[config.mk]
export PLATFORM = sky130hd
export DESIGN_NAME = axis_out_packer
export DESIGN_NICKNAME = d
export VERILOG_FILES = /design/src/rtl/axis_out_packer.sv
export SDC_FILE = /design/constraint.sdc
export NUM_CORES = 1
export LEC_CHECK = 0
export ABC_AREA = 1
export CAP_MARGIN = 20
export CORE_MARGIN = 1
export CORE_UTILIZATION = 55
export CTS_CLUSTER_DIAMETER = 30
export DETAILED_ROUTE_END_ITERATION = 6
export PLACE_DENSITY = 0.83
export SYNTH_ARGS = -nofsm -noshare
export SYNTH_HDL_FRONTEND = slang
export SYNTH_HIERARCHICAL = 1
export SYNTH_SLANG_ARGS = --single-unit
[constraint.sdc]
create_clock -name clk -period 12.6 [get_ports clk]
set_clock_uncertainty 0.05 [all_clocks]
set_input_delay 2.52 -clock clk [delete_from_list [all_inputs] [get_ports clk]]
set_output_delay 2.52 -clock clk [all_outputs]
set_load 0.05 [all_outputs]
[src/rtl/axis_out_packer.sv]
// axis_out_packer: packs RATIO narrow INT8 vectors into one AXI4-Stream beat,
// queues finished beats in a first-word-fall-through FIFO, and keeps
// beat/stall statistics for the host.

// One accumulator slot of the beat under construction. Slot IDX takes the
// incoming word when it is the current write slot, keeps its accumulated
// word when it was already filled, and reads as zero above the write slot.
module axis_out_packer_slot #(
  parameter int IN_LANES = 4,
  parameter int KW       = 1,
  parameter int IDX      = 0
) (
  input  logic [KW-1:0]         k_i,
  input  logic [8*IN_LANES-1:0] in_data_i,
  input  logic [8*IN_LANES-1:0] acc_i,
  output logic [8*IN_LANES-1:0] data_o,
  output logic [IN_LANES-1:0]   keep_o
);
  localparam logic [KW-1:0] MY_K = KW'(IDX);

  // Slot contents and byte enables for a beat closing at slot k_i
  always_comb begin
    data_o = '0;
    if (k_i == MY_K)     data_o = in_data_i;
    else if (MY_K < k_i) data_o = acc_i;
    keep_o = {IN_LANES{MY_K <= k_i}};
  end
endmodule

module axis_out_packer #(
  parameter int IN_LANES   = 4,
  parameter int DATA_BYTES = 8,
  parameter int DEPTH      = 4,
  parameter int CNT_W      = 32
) (
  input  logic                         clk,
  input  logic                         rst_n,
  input  logic [8*IN_LANES-1:0]        in_data,
  input  logic                         in_valid,
  input  logic                         in_last,
  output logic                         in_ready,
  output logic [8*DATA_BYTES-1:0]      m_axis_tdata,
  output logic [DATA_BYTES-1:0]        m_axis_tkeep,
  output logic                         m_axis_tvalid,
  input  logic                         m_axis_tready,
  output logic                         m_axis_tlast,
  input  logic                         clr_stats,
  output logic [$clog2(DEPTH+1)-1:0]   fifo_level,
  output logic [CNT_W-1:0]             beat_count,
  output logic [CNT_W-1:0]             stall_cycles,
  output logic                         backpressure
);
  localparam int RATIO = DATA_BYTES / IN_LANES;
  localparam int KW    = (RATIO > 1) ? $clog2(RATIO) : 1;
  localparam int IW    = 8 * IN_LANES;
  localparam int DW    = 8 * DATA_BYTES;
  localparam int PW    = $clog2(DEPTH);
  localparam int LW    = $clog2(DEPTH + 1);

  typedef struct packed {
    logic [DW-1:0]         data;
    logic [DATA_BYTES-1:0] keep;
    logic                  last;
  } beat_t;

  // ---------------- packer ----------------
  logic [RATIO-1:0][IW-1:0]       acc_q, acc_d;
  logic [KW-1:0]                  k_q, k_d;
  logic [RATIO-1:0][IW-1:0]       beat_data;
  logic [RATIO-1:0][IN_LANES-1:0] beat_keep;
  logic                           accept, close, push, pop;
  beat_t                          push_beat;

  for (genvar j = 0; j < RATIO; j++) begin : g_slot
    axis_out_packer_slot #(
      .IN_LANES(IN_LANES),
      .KW      (KW),
      .IDX     (j)
    ) u_slot (
      .k_i      (k_q),
      .in_data_i(in_data),
      .acc_i    (acc_q[j]),
      .data_o   (beat_data[j]),
      .keep_o   (beat_keep[j])
    );
  end

  assign accept = in_valid && in_ready;
  assign close  = (k_q == KW'(RATIO - 1)) || in_last;
  assign push   = accept && close;
  assign pop    = m_axis_tvalid && m_axis_tready;

  always_comb begin
    push_beat.data = beat_data;
    push_beat.keep = beat_keep;
    push_beat.last = in_last;
  end

  // Next slot index and accumulator: fill slot k, or clear once the beat closes
  always_comb begin
    acc_d = acc_q;
    k_d   = k_q;
    if (accept) begin
      if (close) begin
        acc_d = '0;
        k_d   = '0;
      end else begin
        for (int j = 0; j < RATIO; j++)
          if (KW'(j) == k_q) acc_d[j] = in_data;
        k_d = k_q + 1'b1;
      end
    end
  end

  // Packer state register
  always_ff @(posedge clk or negedge rst_n) begin
    if (!rst_n) begin
      acc_q <= '0;
      k_q   <= '0;
    end else begin
      acc_q <= acc_d;
      k_q   <= k_d;
    end
  end

  // ---------------- beat FIFO ----------------
  beat_t         mem_q [DEPTH];
  logic [PW-1:0] wr_q, wr_d, rd_q, rd_d;
  logic [LW-1:0] lvl_q, lvl_d;
  beat_t         head;

  // Storage is not reset: entries are only visible while the level says so
  always_ff @(posedge clk) begin
    if (push) mem_q[wr_q] <= push_beat;
  end

  // Pointer and level update; pointers wrap naturally as DEPTH is a power of two
  always_comb begin
    wr_d  = wr_q;
    rd_d  = rd_q;
    lvl_d = lvl_q;
    if (push) wr_d = wr_q + 1'b1;
    if (pop)  rd_d = rd_q + 1'b1;
    case ({push, pop})
      2'b10:   lvl_d = lvl_q + 1'b1;
      2'b01:   lvl_d = lvl_q - 1'b1;
      default: lvl_d = lvl_q;
    endcase
  end

  // FIFO control register
  always_ff @(posedge clk or negedge rst_n) begin
    if (!rst_n) begin
      wr_q  <= '0;
      rd_q  <= '0;
      lvl_q <= '0;
    end else begin
      wr_q  <= wr_d;
      rd_q  <= rd_d;
      lvl_q <= lvl_d;
    end
  end

  // Output view of the head entry; zero whenever nothing is queued
  always_comb begin
    head          = mem_q[rd_q];
    m_axis_tvalid = (lvl_q != '0);
    m_axis_tdata  = m_axis_tvalid ? head.data : '0;
    m_axis_tkeep  = m_axis_tvalid ? head.keep : '0;
    m_axis_tlast  = m_axis_tvalid ? head.last : 1'b0;
  end

  // Ready depends only on the registered level, never on m_axis_tready
  assign in_ready     = (lvl_q != LW'(DEPTH));
  assign fifo_level   = lvl_q;
  assign backpressure = m_axis_tvalid && !m_axis_tready;

  // ---------------- statistics ----------------
  logic [CNT_W-1:0] beats_q, beats_d, stall_q, stall_d;

  // Beat counter wraps, stall counter saturates, clear overrides both
  always_comb begin
    beats_d = beats_q;
    stall_d = stall_q;
    if (pop) beats_d = beats_q + 1'b1;
    if (backpressure && (stall_q != '1)) stall_d = stall_q + 1'b1;
    if (clr_stats) begin
      beats_d = '0;
      stall_d = '0;
    end
  end

  // Statistics register
  always_ff @(posedge clk or negedge rst_n) begin
    if (!rst_n) begin
      beats_q <= '0;
      stall_q <= '0;
    end else begin
      beats_q <= beats_d;
      stall_q <= stall_d;
    end
  end

  assign beat_count   = beats_q;
  assign stall_cycles = stall_q;
endmodule
==> Word level (Yosys, flattened, before mapping) <==
Memories as Yosys holds them, arrays and structs flattened.
Cells that the tools add are included.
{ "word_totals": {"reg_bits": 136, "input_bits": 38, "elab_cells": 57, "output_inout_bits": 143, "mem_bits_rw": 292, "mem_count": 1} }
{ "classes": {"n_eq_ne": 5, "reduce_logical": 14, "addsub": 7, "n_lt_le_gt_ge": 4, "n_mux": 18} }
{ "mem_list": {"columns": ["memory", "depth", "word_bits", "rd", "rd_clocked_by_memory_dff", "wr", "line_no", "text"], "rows": [
  ["mem_q", 4, 73, 1, 0, 1, "127", "beat_t mem_q [DEPTH];"]
]} }
{ "ops": {"columns": ["op", "n"], "rows": [
  ["32-bit 2-to-1 mux", 10],
  ["64-bit 2-to-1 mux", 2],
  ["32-bit by 1-bit adder with 32-bit output, second input constant", 2],
  ["32-bit inequality test, second input constant", 1],
  ["8-bit 2-to-1 mux", 1],
  ["2-bit nonzero test", 4],
  ["3-bit one-hot mux with 2 select lines", 1],
  ["1-bit logical AND", 5],
  ["2-bit by 1-bit adder with 2-bit output, second input constant", 2],
  ["1-bit 2-to-1 mux", 4],
  ["2-bit AND reduction", 2],
  ["3-bit by 1-bit adder with 3-bit output, second input constant", 1],
  ["3-bit inequality test, second input constant", 1],
  ["3-bit nonzero test", 1],
  ["3-bit by 1-bit subtractor with 3-bit output, second input constant", 1],
  ["2-bit by 1-bit equality test with 1-bit output, second input constant", 1],
  ["2-bit equality test, second input constant", 1],
  ["1-bit <= comparator, first input constant", 2],
  ["1-bit less-than comparator, first input constant", 2],
  ["2-bit by 1-bit inequality test with 1-bit output, second input constant", 1],
  ["1-bit adder, second input constant", 1],
  ["1-bit logical NOT", 1],
  ["1-bit logical OR", 1]
]} }

==> Logic depth before layout (Yosys ltp) <==
Gate-level depths: netlist of run 1.
{ "depth": {"depth_word": 5, "ltp_mapped": 12, "depth_no_buf": 11} }

==> Modules after synthesis <==
The synthesis of run 1 kept the hierarchy.
{ "by_module_without_submodules": {"columns": ["module", "area_per_inst_um2", "instances", "seq_area_each_um2", "cells_each"], "rows": [
  ["axis_out_packer", 18044.8, 1, 12171.7, 1788],
  ["axis_out_packer_slot at g_slot[0].u_slot", 525.5, 1, 0.0, 109],
  ["axis_out_packer_slot at g_slot[1].u_slot", 304.0, 1, 0.0, 71]
]} }

==> Worst setup path before layout of run 1 <==
No wires, ideal clock.
{ "synth_path": {"path_type": "input-to-reg", "start": "in in_last", "end": "mem mem_q[0][0] in the netlist's numbering, enable pin", "stages": 5, "arrival_ns": 6.238, "setup_time_ns": 0.504, "n_path_buf": 1, "t_required_ns": 12.046, "path_slack_ns": 5.808, "path_cell_list": "nor2_1 -> nor2_1 -> inv_2 -> buf_2 -> nor2_1"} }
{ "synth_between": {"elab_chain_len": 4} }
{ "synth_rtl": {"columns": ["element", "line_no", "text"], "rows": [
  ["from (decl)", "40", "input logic in_last,"],
  ["1-bit logical OR", "89", "assign close = (k_q == KW'(RATIO - 1)) || in_last;"],
  ["1-bit logical AND", "90", "assign push = accept && close;"],
  ["1-bit 2-to-1 mux", "134", "if (push) mem_q[wr_q] <= push_beat;"],
  ["1-bit 2-to-1 mux (not written as such)", "134", null],
  ["to (decl)", "127", null]
]} }
Every way passes these cells.

==> Worst setup path in the final report of run 1 <==
{ "layout_path": {"start": "reg rd_q[0]", "end": "out m_axis_tdata[42]"} }
{ "layout_between": {"elab_chain_len": 2} }
{ "layout_rtl": {"columns": ["element", "line_no", "text"], "rows": [
  ["from (decl)", "128", "logic [PW-1:0] wr_q, wr_d, rd_q, rd_d;"],
  ["from (signal assigned)", "159", "rd_q <= rd_d;"],
  ["memory 4 x 73 bit", null, null],
  ["64-bit 2-to-1 mux", "168", "m_axis_tdata = m_axis_tvalid ? head.data : '0;"],
  ["to (decl)", "42", "output logic [8*DATA_BYTES-1:0] m_axis_tdata,"]
]} }
Every way passes these cells.

==> metrics.txt, run 1 <==
# TYPE chip_impl_metric gauge
chip_impl_metric{name="cts_sinks",unit=""} 396
chip_impl_metric{name="dp_worst_setup_slack",unit="ns"} 5.94
chip_impl_info{name="worstSetupPathType",value="reg -> out"} 1
chip_impl_metric{name="reg2reg_depth",unit=""} 10
chip_impl_metric{name="syn_area",unit="um^2"} 17800
chip_impl_metric{name="start_util",unit=""} 0.562
chip_impl_metric{name="total_leakage_power",unit="uW"} 0.00888
chip_impl_metric{name="globalRouteMet2Util",unit=""} 0.492
chip_impl_metric{name="floorplan.io_pins",unit=""} 181
chip_impl_metric{name="die-area",unit="um^2"} 33100
chip_impl_info{name="cts.root.buffer_cell",value="sky130_fd_sc_hd__clkbuf_16"} 1
chip_impl_metric{name="dieHeight",unit="um"} 182
chip_impl_metric{name="finish.utilization",unit=""} 0.709
chip_impl_metric{name="min_delay_path_depth",unit=""} 2
chip_impl_info{name="critPathLaunchType",value="flip-flop"} 1
chip_impl_metric{name="dr_total_vias",unit=""} 14400
chip_impl_metric{name="wire_length_of_the_first_global_routing_pass",unit="um"} 74300
chip_impl_metric{name="cts_htree_levels",unit=""} 3
chip_impl_metric{name="global_route.usage.met1",unit=""} 0.348
chip_impl_info{name="worst_r2r_startpoint",value="fifo_level[2]"} 1
chip_impl_metric{name="timing.critical_path.arrival",unit="ns"} 4.27
chip_impl_info{name="worstSetupEndpointType",value="output port"} 1
chip_impl_metric{name="grt_max_degree",unit=""} 86
chip_impl_metric{name="port-buffer-count",unit=""} 180
chip_impl_metric{name="avgViaCountPerCell",unit=""} 5.71
chip_impl_metric{name="cellPowerDensity",unit="nW/um^2"} 281
chip_impl_metric{name="fill_cells",unit=""} 2138
chip_impl_metric{name="cts.reportedPaths.clkPinSlew",unit="ns"} 0.04
chip_impl_metric{name="sum_of_net_half_perimeters_after_detailed_placement",unit="um"} 25600
chip_impl_metric{name="syn_area_per_cell",unit="um^2"} 9.53
chip_impl_metric{name="final.setup.tns",unit="ns"} 0
chip_impl_info{name="grt_setup_unrepaired",value="no"} 1
chip_impl_metric{name="post_cts.repair.setup_buffers",unit=""} 0
chip_impl_metric{name="clock_latency_on_the_worst_skew_pair",unit="ns"} 0.57
chip_impl_metric{name="postRouteAntennaNets",unit=""} 0
chip_impl_metric{name="design.core.area",unit="um^2"} 31700
chip_impl_metric{name="overall_global_routing_usage",unit=""} 0.289
chip_impl_metric{name="timing_hold_violations_final",unit=""} 0
chip_impl_metric{name="die_w",unit="um"} 182
chip_impl_metric{name="synthCells",unit=""} 1870
chip_impl_metric{name="gr-total-overflow",unit=""} 0
chip_impl_info{name="regToRegEndpoint",value="fifo_level[2]"} 1
chip_impl_metric{name="slew_violations",unit=""} 0
chip_impl_metric{name="min_period",unit="ns"} 6.84
chip_impl_metric{name="post_place_cell_area",unit="um^2"} 19800
chip_impl_metric{name="fmax",unit="GHz"} 0.146
chip_impl_metric{name="detail_route.drc_violations",unit=""} 0
chip_impl_info{name="start_point_of_the_worst_hold_path",value="acc_q[1]"} 1
chip_impl_metric{name="maxCapViolCount",unit=""} 0
chip_impl_metric{name="timing_worst_slew_pin_value",unit="ns"} 1.02
chip_impl_metric{name="worstPathRequired",unit="ns"} 10.03
chip_impl_metric{name="finalSetupViolations",unit=""} 0
chip_impl_metric{name="worst-r2r-setup-slack",unit="ns"} 9.64
chip_impl_metric{name="finalWorstSetupSlack",unit="ns"} 5.76
chip_impl_metric{name="slew-limit-headroom",unit=""} 0.321
chip_impl_metric{name="gpl.final_weighted_congestion",unit=""} 0.917
chip_impl_metric{name="vias_in_the_first_global_route",unit=""} 14500
chip_impl_info{name="outcome",value="finished clean"} 1
chip_impl_metric{name="number_of_cts_inserted_buffers",unit=""} 75
chip_impl_metric{name="yosys_warn_count",unit=""} 6
chip_impl_metric{name="nets",unit=""} 2098
chip_impl_metric{name="clock_tree.buffer_depth",unit=""} 3
chip_impl_info{name="tritoncts",value="yes"} 1
chip_impl_metric{name="antenna_cells_inserted",unit=""} 0
chip_impl_metric{name="grt_antenna_before_repair",unit=""} 0
chip_impl_info{name="hold_path_class",value="reg -> reg"} 1
chip_impl_metric{name="wl_per_cell",unit="um"} 19.0
chip_impl_metric{name="largest_driver_fanout_on_the_critical_path",unit=""} 85
chip_impl_metric{name="floorplan.rows",unit=""} 65
chip_impl_metric{name="finalWirelength",unit="um"} 47800
chip_impl_metric{name="grt_util_met3",unit=""} 0.0628
chip_impl_metric{name="drt_first_iter_violations",unit=""} 1462
chip_impl_metric{name="fin_crit_sh",unit=""} 0.543
chip_impl_metric{name="post_route_cells_drive_above_1_share",unit=""} 0.0866
chip_impl_metric{name="firstDrtPassIters",unit=""} 5
chip_impl_metric{name="vdd.ir_drop.worst",unit="mV"} 0.181
chip_impl_metric{name="post-route-cell-area",unit="um^2"} 22500
chip_impl_metric{name="hold_buffers",unit=""} 0
chip_impl_info{name="busiest_layer",value="met2"} 1
chip_impl_metric{name="ctsResizeCount",unit=""} 0
chip_impl_info{name="holdPathEnd",value="acc_q[1]"} 1
chip_impl_metric{name="area.growth.synth_to_final",unit="%"} 26.1
-- how the worst max path moves through the flow --
stage | from | endpoint | slack, ns
detailed placement | m_axis_tready | backpressure | 5.94
global route | rd_q[0] | m_axis_tdata[28] | 5.59
CTS | rd_q[0] | m_axis_tdata[42] | 5.85
floorplan | in_last | mem_q[0][0] | 5.93
finish | rd_q[0] | m_axis_tdata[42] | 5.76
global placement | m_axis_tready | backpressure | 5.94
-- cell usage in the layout, fill, tap and decap left out, drive strengths merged, types with 3 or more instances in the layout --
| cell type | count |
|---|---|
| nor2 | 432 |
| bufinv | 9 |
| conb | 4 |
| clkbuf | 97 |
| inv | 123 |
| nand2 | 428 |
| a21oi | 96 |
| nor3b | 3 |
| ha | 7 |
| buf | 19 |
| nor3 | 8 |
| clkdlybuf4s50 | 179 |
| clkinvlp | 6 |
| xnor2 | 4 |
| clkinv | 21 |
| and2 | 4 |
| xor2 | 8 |
| nand4 | 18 |
| nand3 | 45 |
| edfxtp | 292 |
| o21ai | 198 |
| dfrtp | 104 |
-- layer usage --
metal | part of all wire | routed length [um] | vias to the layer above
li1 | - | - | 6550
met1 | 0.37 | 17700 | 6871
met2 | 0.50 | 23700 | 818
met3 | 0.098 | 4700 | 127
met4 | 0.037 | 1750 | 0
met5 | 0 | 0 | -
-- metrics by stage --
| stage | hold WS, ns | cells | power, uW |
|---|---|---|---|
| after global routing | 0.459 | 2516 | 6560 |
| after CTS | 0.436 | 2510 | 6300 |
| after floorplan | 0.403 | 1873 | 3510 |
| after global placement | 0.417 | 2371 | 4200 |
| after detailed placement | 0.424 | 2371 | 4260 |
| final | 0.431 | 2516 | 6320 |
-- critical path: stages (launching register included) --
cell	delay, ns
sky130_fd_sc_hd__dfrtp_4	0.80
sky130_fd_sc_hd__inv_4	0.62
sky130_fd_sc_hd__buf_4	0.70
sky130_fd_sc_hd__o21ai_0	0.24
sky130_fd_sc_hd__a21oi_1	0.36
sky130_fd_sc_hd__clkdlybuf4s50_1	0.87
-- where the power goes --
part	internal [uW]	leakage, uW	total (uW)	switching (uW)
registers	1730	0.00411	1870	137
clock network	1340	0.00124	2020	675
logic	673	0.00353	2440	1770
total	3750	0.00888	6320	2580
-- flip-flops by register name, summed over array words and instances (netlist names) --
register	count
mem_q	292
acc_q	32
fifo_level	3
wr_q	2
beat_count	32
k_q	1
rd_q	2
stall_cycles	32
-- area by class of cell --
class / count / area (um^2) / share of cell area
inverters: 117 / 450 / 0.0200
multi-input cells: 1264 / 5530 / 0.246
well taps: 402 / 503 / 0.0224
repair buffers: 198 / 2050 / 0.0911
clock inverters: 42 / 520 / 0.0232
clock buffers: 97 / 2050 / 0.0912
flip-flops and latches: 396 / 11400 / 0.506
Power figures use the tool's default switching activity.
==> run 2: changes to the inputs <==
==> constraint.sdc (replaced) <==
create_clock -name clk -period 6.7 [get_ports clk]
set_clock_uncertainty 0.05 [all_clocks]
set_input_delay 1.34 -clock clk [delete_from_list [all_inputs] [get_ports clk]]
set_output_delay 1.34 -clock clk [all_outputs]
set_load 0.05 [all_outputs]
==> run 2 against run 1 <==
Compared with the run above:
- clock-buffer cell count shrank 22
- critical path depth unchanged
- sequential power rose by 83%
- global-route usage is 0.30 points lower
- die area unchanged
- critical path type unchanged
- largest cell class unchanged
- sequential cell count unchanged
- setup slack got worse by 4.3 ns
- critical endpoint unchanged
- via count is 1.1% lower
- highest routed layer is now met5
==> metrics.txt, run 2 (synthesis gave the netlist of run 1 again) <==
# TYPE chip_impl_metric gauge
chip_impl_metric{name="nets",unit=""} 2089
chip_impl_metric{name="floorplan.rows",unit=""} 65
chip_impl_metric{name="timing_hold_violations_final",unit=""} 0
chip_impl_metric{name="maxCapViolCount",unit=""} 0
chip_impl_info{name="regToRegEndpoint",value="mem_q[1][65]"} 1
chip_impl_metric{name="dp_worst_setup_slack",unit="ns"} 2.06
chip_impl_metric{name="post_cts.repair.setup_buffers",unit=""} 0
chip_impl_metric{name="worst-r2r-setup-slack",unit="ns"} 2.88
chip_impl_metric{name="fill_cells",unit=""} 2145
chip_impl_metric{name="cts.reportedPaths.clkPinSlew",unit="ns"} 0.06
chip_impl_info{name="grt_setup_unrepaired",value="no"} 1
chip_impl_metric{name="overall_global_routing_usage",unit=""} 0.286
chip_impl_info{name="tritoncts",value="yes"} 1
chip_impl_metric{name="detail_route.drc_violations",unit=""} 0
chip_impl_metric{name="die_w",unit="um"} 182
chip_impl_metric{name="slew-limit-headroom",unit=""} 0.260
chip_impl_info{name="cts.root.buffer_cell",value="sky130_fd_sc_hd__clkbuf_16"} 1
chip_impl_metric{name="finalWorstSetupSlack",unit="ns"} 1.49
chip_impl_metric{name="timing.critical_path.arrival",unit="ns"} 3.82
chip_impl_metric{name="grt_antenna_before_repair",unit=""} 2
chip_impl_metric{name="finalSetupViolations",unit=""} 0
chip_impl_metric{name="area.growth.synth_to_final",unit="%"} 24.4
chip_impl_metric{name="cts_htree_levels",unit=""} 3
chip_impl_metric{name="hold_buffers",unit=""} 0
chip_impl_metric{name="sum_of_net_half_perimeters_after_detailed_placement",unit="um"} 27100
chip_impl_info{name="crit_end",value="m_axis_tdata[42]"} 1
chip_impl_metric{name="reg2reg_depth",unit=""} 7
chip_impl_metric{name="port-buffer-count",unit=""} 180
chip_impl_metric{name="fmax",unit="GHz"} 0.192
chip_impl_metric{name="timing_worst_slew_pin_value",unit="ns"} 1.11
chip_impl_metric{name="drt_first_iter_violations",unit=""} 1436
chip_impl_metric{name="wl_per_cell",unit="um"} 18.8
chip_impl_metric{name="worstPathRequired",unit="ns"} 5.31
chip_impl_metric{name="total_leakage_power",unit="uW"} 0.00873
chip_impl_metric{name="die-area",unit="um^2"} 33100
chip_impl_metric{name="slew_violations",unit=""} 0
chip_impl_metric{name="gpl.final_weighted_congestion",unit=""} 0.919
chip_impl_info{name="critPathLaunchType",value="flip-flop"} 1
chip_impl_metric{name="floorplan.io_pins",unit=""} 181
chip_impl_metric{name="dieHeight",unit="um"} 182
chip_impl_metric{name="vias_in_the_first_global_route",unit=""} 14000
chip_impl_info{name="worstSetupPathType",value="reg -> out"} 1
chip_impl_metric{name="postRouteAntennaNets",unit=""} 0
chip_impl_metric{name="number_of_cts_inserted_buffers",unit=""} 68
chip_impl_metric{name="ctsResizeCount",unit=""} 0
chip_impl_info{name="worstSetupEndpointType",value="output port"} 1
chip_impl_metric{name="antenna_cells_inserted",unit=""} 0
chip_impl_metric{name="vdd.ir_drop.worst",unit="mV"} 0.420
chip_impl_metric{name="min_period",unit="ns"} 5.21
chip_impl_info{name="worst_setup_path_startpoint",value="rd_q[0]"} 1
chip_impl_info{name="most_common_cell_after_layout_fill_and_taps_aside",value="sky130_fd_sc_hd__nor2_1"} 1
chip_impl_metric{name="clock_latency_on_the_worst_skew_pair",unit="ns"} 0.57
chip_impl_metric{name="largest_driver_fanout_on_the_critical_path",unit=""} 114
chip_impl_metric{name="start_util",unit=""} 0.562
chip_impl_metric{name="firstDrtPassIters",unit=""} 5
chip_impl_metric{name="cellPowerDensity",unit="nW/um^2"} 523
chip_impl_metric{name="finalWirelength",unit="um"} 47000
chip_impl_metric{name="post_route_cells_drive_above_1_share",unit=""} 0.0835
chip_impl_metric{name="avgViaCountPerCell",unit=""} 5.69
chip_impl_metric{name="dr_total_vias",unit=""} 14200
chip_impl_metric{name="largest_register_ff_count",unit=""} 292
chip_impl_metric{name="clock_tree.buffer_depth",unit=""} 3
chip_impl_metric{name="design.core.area",unit="um^2"} 31700
chip_impl_metric{name="multi_input_gate_area",unit="um^2"} 5530
chip_impl_metric{name="gr-total-overflow",unit=""} 0
chip_impl_metric{name="cts_sinks",unit=""} 396
chip_impl_metric{name="fin_crit_sh",unit=""} 0.777
chip_impl_info{name="largest-register",value="mem_q"} 1
chip_impl_info{name="most-common-layout-cells",value="sky130_fd_sc_hd__nor2_1, sky130_fd_sc_hd__nand2_1, sky130_fd_sc_hd__edfxtp_1"} 1
chip_impl_info{name="hold_path_class",value="reg -> reg"} 1
chip_impl_metric{name="grt_max_degree",unit=""} 115
chip_impl_info{name="worst_r2r_startpoint",value="k_q"} 1
chip_impl_info{name="outcome",value="finished clean"} 1
chip_impl_metric{name="final.setup.tns",unit="ns"} 0
chip_impl_metric{name="wire_length_of_the_first_global_routing_pass",unit="um"} 73500
chip_impl_metric{name="register_area",unit="um^2"} 11400
==> run 2: final cells by class <==
cell class | count | area share
Timing Repair Buffer | 196 | 0.0880
Clock inverter | 48 | 0.0266
Clock buffer | 75 | 0.0802
Tap cell | 402 | 0.0227
Multi-Input combinational cell | 1264 | 0.249
Inverter | 117 | 0.0203
Sequential cell | 396 | 0.513
==> run 2: metrics by stage <==
stage / instances / utilization / total power (uW) / hold slack [ns] / area (um^2)
after floorplan: 1873 / - / 6600 / 0.403 / 17800
after CTS: 2497 / 0.699 / 11600 / 0.438 / 22200
after global placement: 2374 / 0.624 / 7910 / 0.416 / 19800
after global routing: 2498 / 0.699 / 12100 / 0.446 / 22200
final: 2498 / 0.699 / 11600 / 0.437 / 22200
after detailed placement: 2374 / 0.624 / 8030 / 0.423 / 19800
==> run 2: worst max-delay path, stage by stage (launching register included) <==
cell and delay, ns:
sky130_fd_sc_hd__dfrtp_4 0.65, sky130_fd_sc_hd__inv_4 0.80, sky130_fd_sc_hd__buf_4 0.45, sky130_fd_sc_hd__o21ai_0 0.16, sky130_fd_sc_hd__a21oi_1 0.28, sky130_fd_sc_hd__clkdlybuf4s50_1 0.87
==> run 2: how the worst min path moves through the flow <==
stage               from         to  slack (ns)  cells past startpoint
2_1_floorplan  acc_q[30]  acc_q[30]        0.40                      2
3_3_place_gp    acc_q[2]   acc_q[2]        0.42                      2
3_5_place_dp    acc_q[2]   acc_q[2]        0.42                      2
4_1_cts         acc_q[2]   acc_q[2]        0.44                      2
5_1_grt        acc_q[16]  acc_q[16]        0.45                      2
6_report        acc_q[2]   acc_q[2]        0.44                      2
==> run 2: report_power, final <==
part / internal [uW] / switching, uW
Clock: 2270 / 1280
Sequential: 3260 / 163
Combinational: 1250 / 3390
Total: 6780 / 4830
==> run 2: per-layer routing <==
metal  global-route usage  share of wire  up-vias
li1                     -              -     6541
met1                0.364           0.38     6744
met2                0.471           0.48      792
met3               0.0614           0.10      128
met4                0.131          0.037        4
met5                    0        0.00043        -
==> RTL edit, RTL diff (settings of run 2) <==
Make the reset (`rst_n`) synchronous in 3 clocked blocks.
--- a/src/rtl/axis_out_packer.sv
+++ b/src/rtl/axis_out_packer.sv
@@ -113,7 +113,7 @@
   end
 
   // Packer state register
-  always_ff @(posedge clk or negedge rst_n) begin
+  always_ff @(posedge clk) begin
     if (!rst_n) begin
       acc_q <= '0;
       k_q   <= '0;
@@ -149,7 +149,7 @@
   end
 
   // FIFO control register
-  always_ff @(posedge clk or negedge rst_n) begin
+  always_ff @(posedge clk) begin
     if (!rst_n) begin
       wr_q  <= '0;
       rd_q  <= '0;
@@ -191,7 +191,7 @@
   end
 
   // Statistics register
-  always_ff @(posedge clk or negedge rst_n) begin
+  always_ff @(posedge clk) begin
     if (!rst_n) begin
       beats_q <= '0;
       stall_q <= '0;
Function: differs if rst_n is asserted again (counterexample within 4 cycles, from zero or initial values and one cycle with rst_n low); with rst_n held inactive, the same outputs for 4 cycles.
==> RTL edit against run 2 <==
The flow now finishes with violations (design-rule violations); setup slack better by 0.083 ns; sequential cell count rose by 2; die area down 2.4%; register-to-register slack better by 0.84 ns; total power fell by 20%; cell count shrank 1.3%; critical path depth increased by 1; synthesized area fell by 2.4%; first-iteration DRC count is 14% lower; wire length shrank 7.9%; final area down 1.9%; critical endpoint is now m_axis_tdata[54].
==> RTL edit: results (changes against run 2) <==
The worst-case vdd ir drop was 348 uV (-17%). The run gives 6 (unchanged) as the number of warning messages in the yosys log. The total wirelength of the detailed-routed design was 43.3 mm (-7.9%). The maximum net fanout on the critical path works out to 82 (-28%). Source of the worst hold timing path: rd_q[1]. The tools report the clock root buffer as clkbuf_16.

The gate count after technology mapping came out at 1835 (-1.9%). The tools report the detailed placer's ending HPWL as 24.8 mm (-8.4%). The tightest hold margin is 0.408 ns (-0.0290 ns), and the worst reg-to-reg setup slack is 3.72 ns (+0.84 ns). The logs give 2.01 ns (-0.0499 ns) for the setup slack after placement and 2058 (-1.5%) for the number of nets in the layout. The tools report the via count of the first global-routing pass as 13397 (-4.3%). After clock tree synthesis, the clock-pin slew on the worst setup and hold paths is 0.05 ns. Post-cts resize count: 0 (unchanged). The largest net degree at the start of global routing is 129 (+12%), and the detailed-router iteration count before antenna repair is 7 (+2). The latest clock arrival within the worst-skew pair is 0.56 ns, and the count of port buffers added during placement is 180 (unchanged).

The run gives 26.6% (-2.0 points) as the all-layer global routing usage. The final RePlAce weighted congestion is 0.874 (-4.9%). The number of cells traversed by the worst register-to-register path works out to 6 (-1). The run gives 3 (unchanged) as the maximum number of buffers from clock root to sink.

The checks that failed: design-rule violations. Endpoint of the lowest-slack register-to-register path: mem_q[1][67]. The startpoint identified for the worst register-to-register timing path is fifo_level[0]. The cell area reported after detailed placement was 0.0194 mm^2 (-2.1%); the proportion of layout cells with a drive suffix above 1 was 9.62% (+1.3 points).

Vias per cell: 5.61 (-1.5%). Remaining design rule violation count: 14 (+14). The tools report the via count of the routed design as 13817 (-2.8%). For the number of antenna violations at the first check in global routing, the log shows 1 (-1).

For the total of endpoints with negative setup slack in the final report, the log shows 0 (unchanged). The switching power share of the total was 37.4% (-4.2 points). The run finished, with violations left. The number of flip-flops in the largest register was 292 (unchanged); the number of cells on the worst hold path was 2 (unchanged).

The count of routing violations after the opening detailed-route iteration was 1235 (-14%). The logs give 68.2 mm (-7.1%) for the global-route wire length before repair and 0 (unchanged) for the buffers inserted during post-CTS setup optimization. The number of H-tree levels was 3 (unchanged); the normalized max-slew margin was 31.3% (+5.4 points). The signal arrival time at the worst endpoint was 3.73 ns (-0.09 ns); the leakage dissipation was 8.00 nW (-8.4%).

The run gives 70 (+2.9%) as the number of buffers inserted during clock tree synthesis. More flip-flops sit in one register than any other, and that register is mem_q. The post-placement cell count is 2334 (-1.7%).
RTL edit: worst max-delay path by stage:
stage / start / endpoint / slack [ns]
floorplan: in_valid / mem_q[0][0] / 1.36
global placement: m_axis_tready / backpressure / 2.02
detailed placement: m_axis_tready / backpressure / 2.01
CTS: flop / m_axis_tdata[37] / 1.47
global route: flop / m_axis_tdata[43] / 1.35
finish: flop / m_axis_tdata[54] / 1.58
RTL edit: final cells by class:
cell class | count | area [um^2]
sequential | 398 | 10900
fill | 2150 | 9060
multi-input combinational | 1228 | 5540
timing repair buffer | 196 | 2030
clock buffer | 78 | 1810
clock inverter | 50 | 528
tap | 396 | 495
inverter | 118 | 453
antenna | 1 | 2.50
RTL edit: worst max-delay path, cell delays in order (launching register included):
cell             delay, ns
dfxtp_4               0.81
buf_4                 0.83
nor2_1                0.13
nor2_1                0.15
o21ai_0               0.14
a21oi_1               0.24
clkdlybuf4s50_1       0.86
RTL edit: layer usage:
layer	vias up	global-route usage (%)	share of wire, %
li1	6481	-	-
met1	6548	33.4	40
met2	690	45.3	48
met3	98	5.39	9.2
met4	0	10.5	2.6
met5	-	0	0
RTL edit: power groups by stage:
stage	Combinational [mW]	Clock [mW]	Sequential [mW]
2_1_floorplan	1.98	0	2.99
3_3_place_gp	2.83	0	3.00
5_1_grt	3.08	3.61	2.99
3_5_place_dp	2.87	0	3.01
4_1_cts	2.89	3.50	2.97
6_report	2.91	3.46	2.97
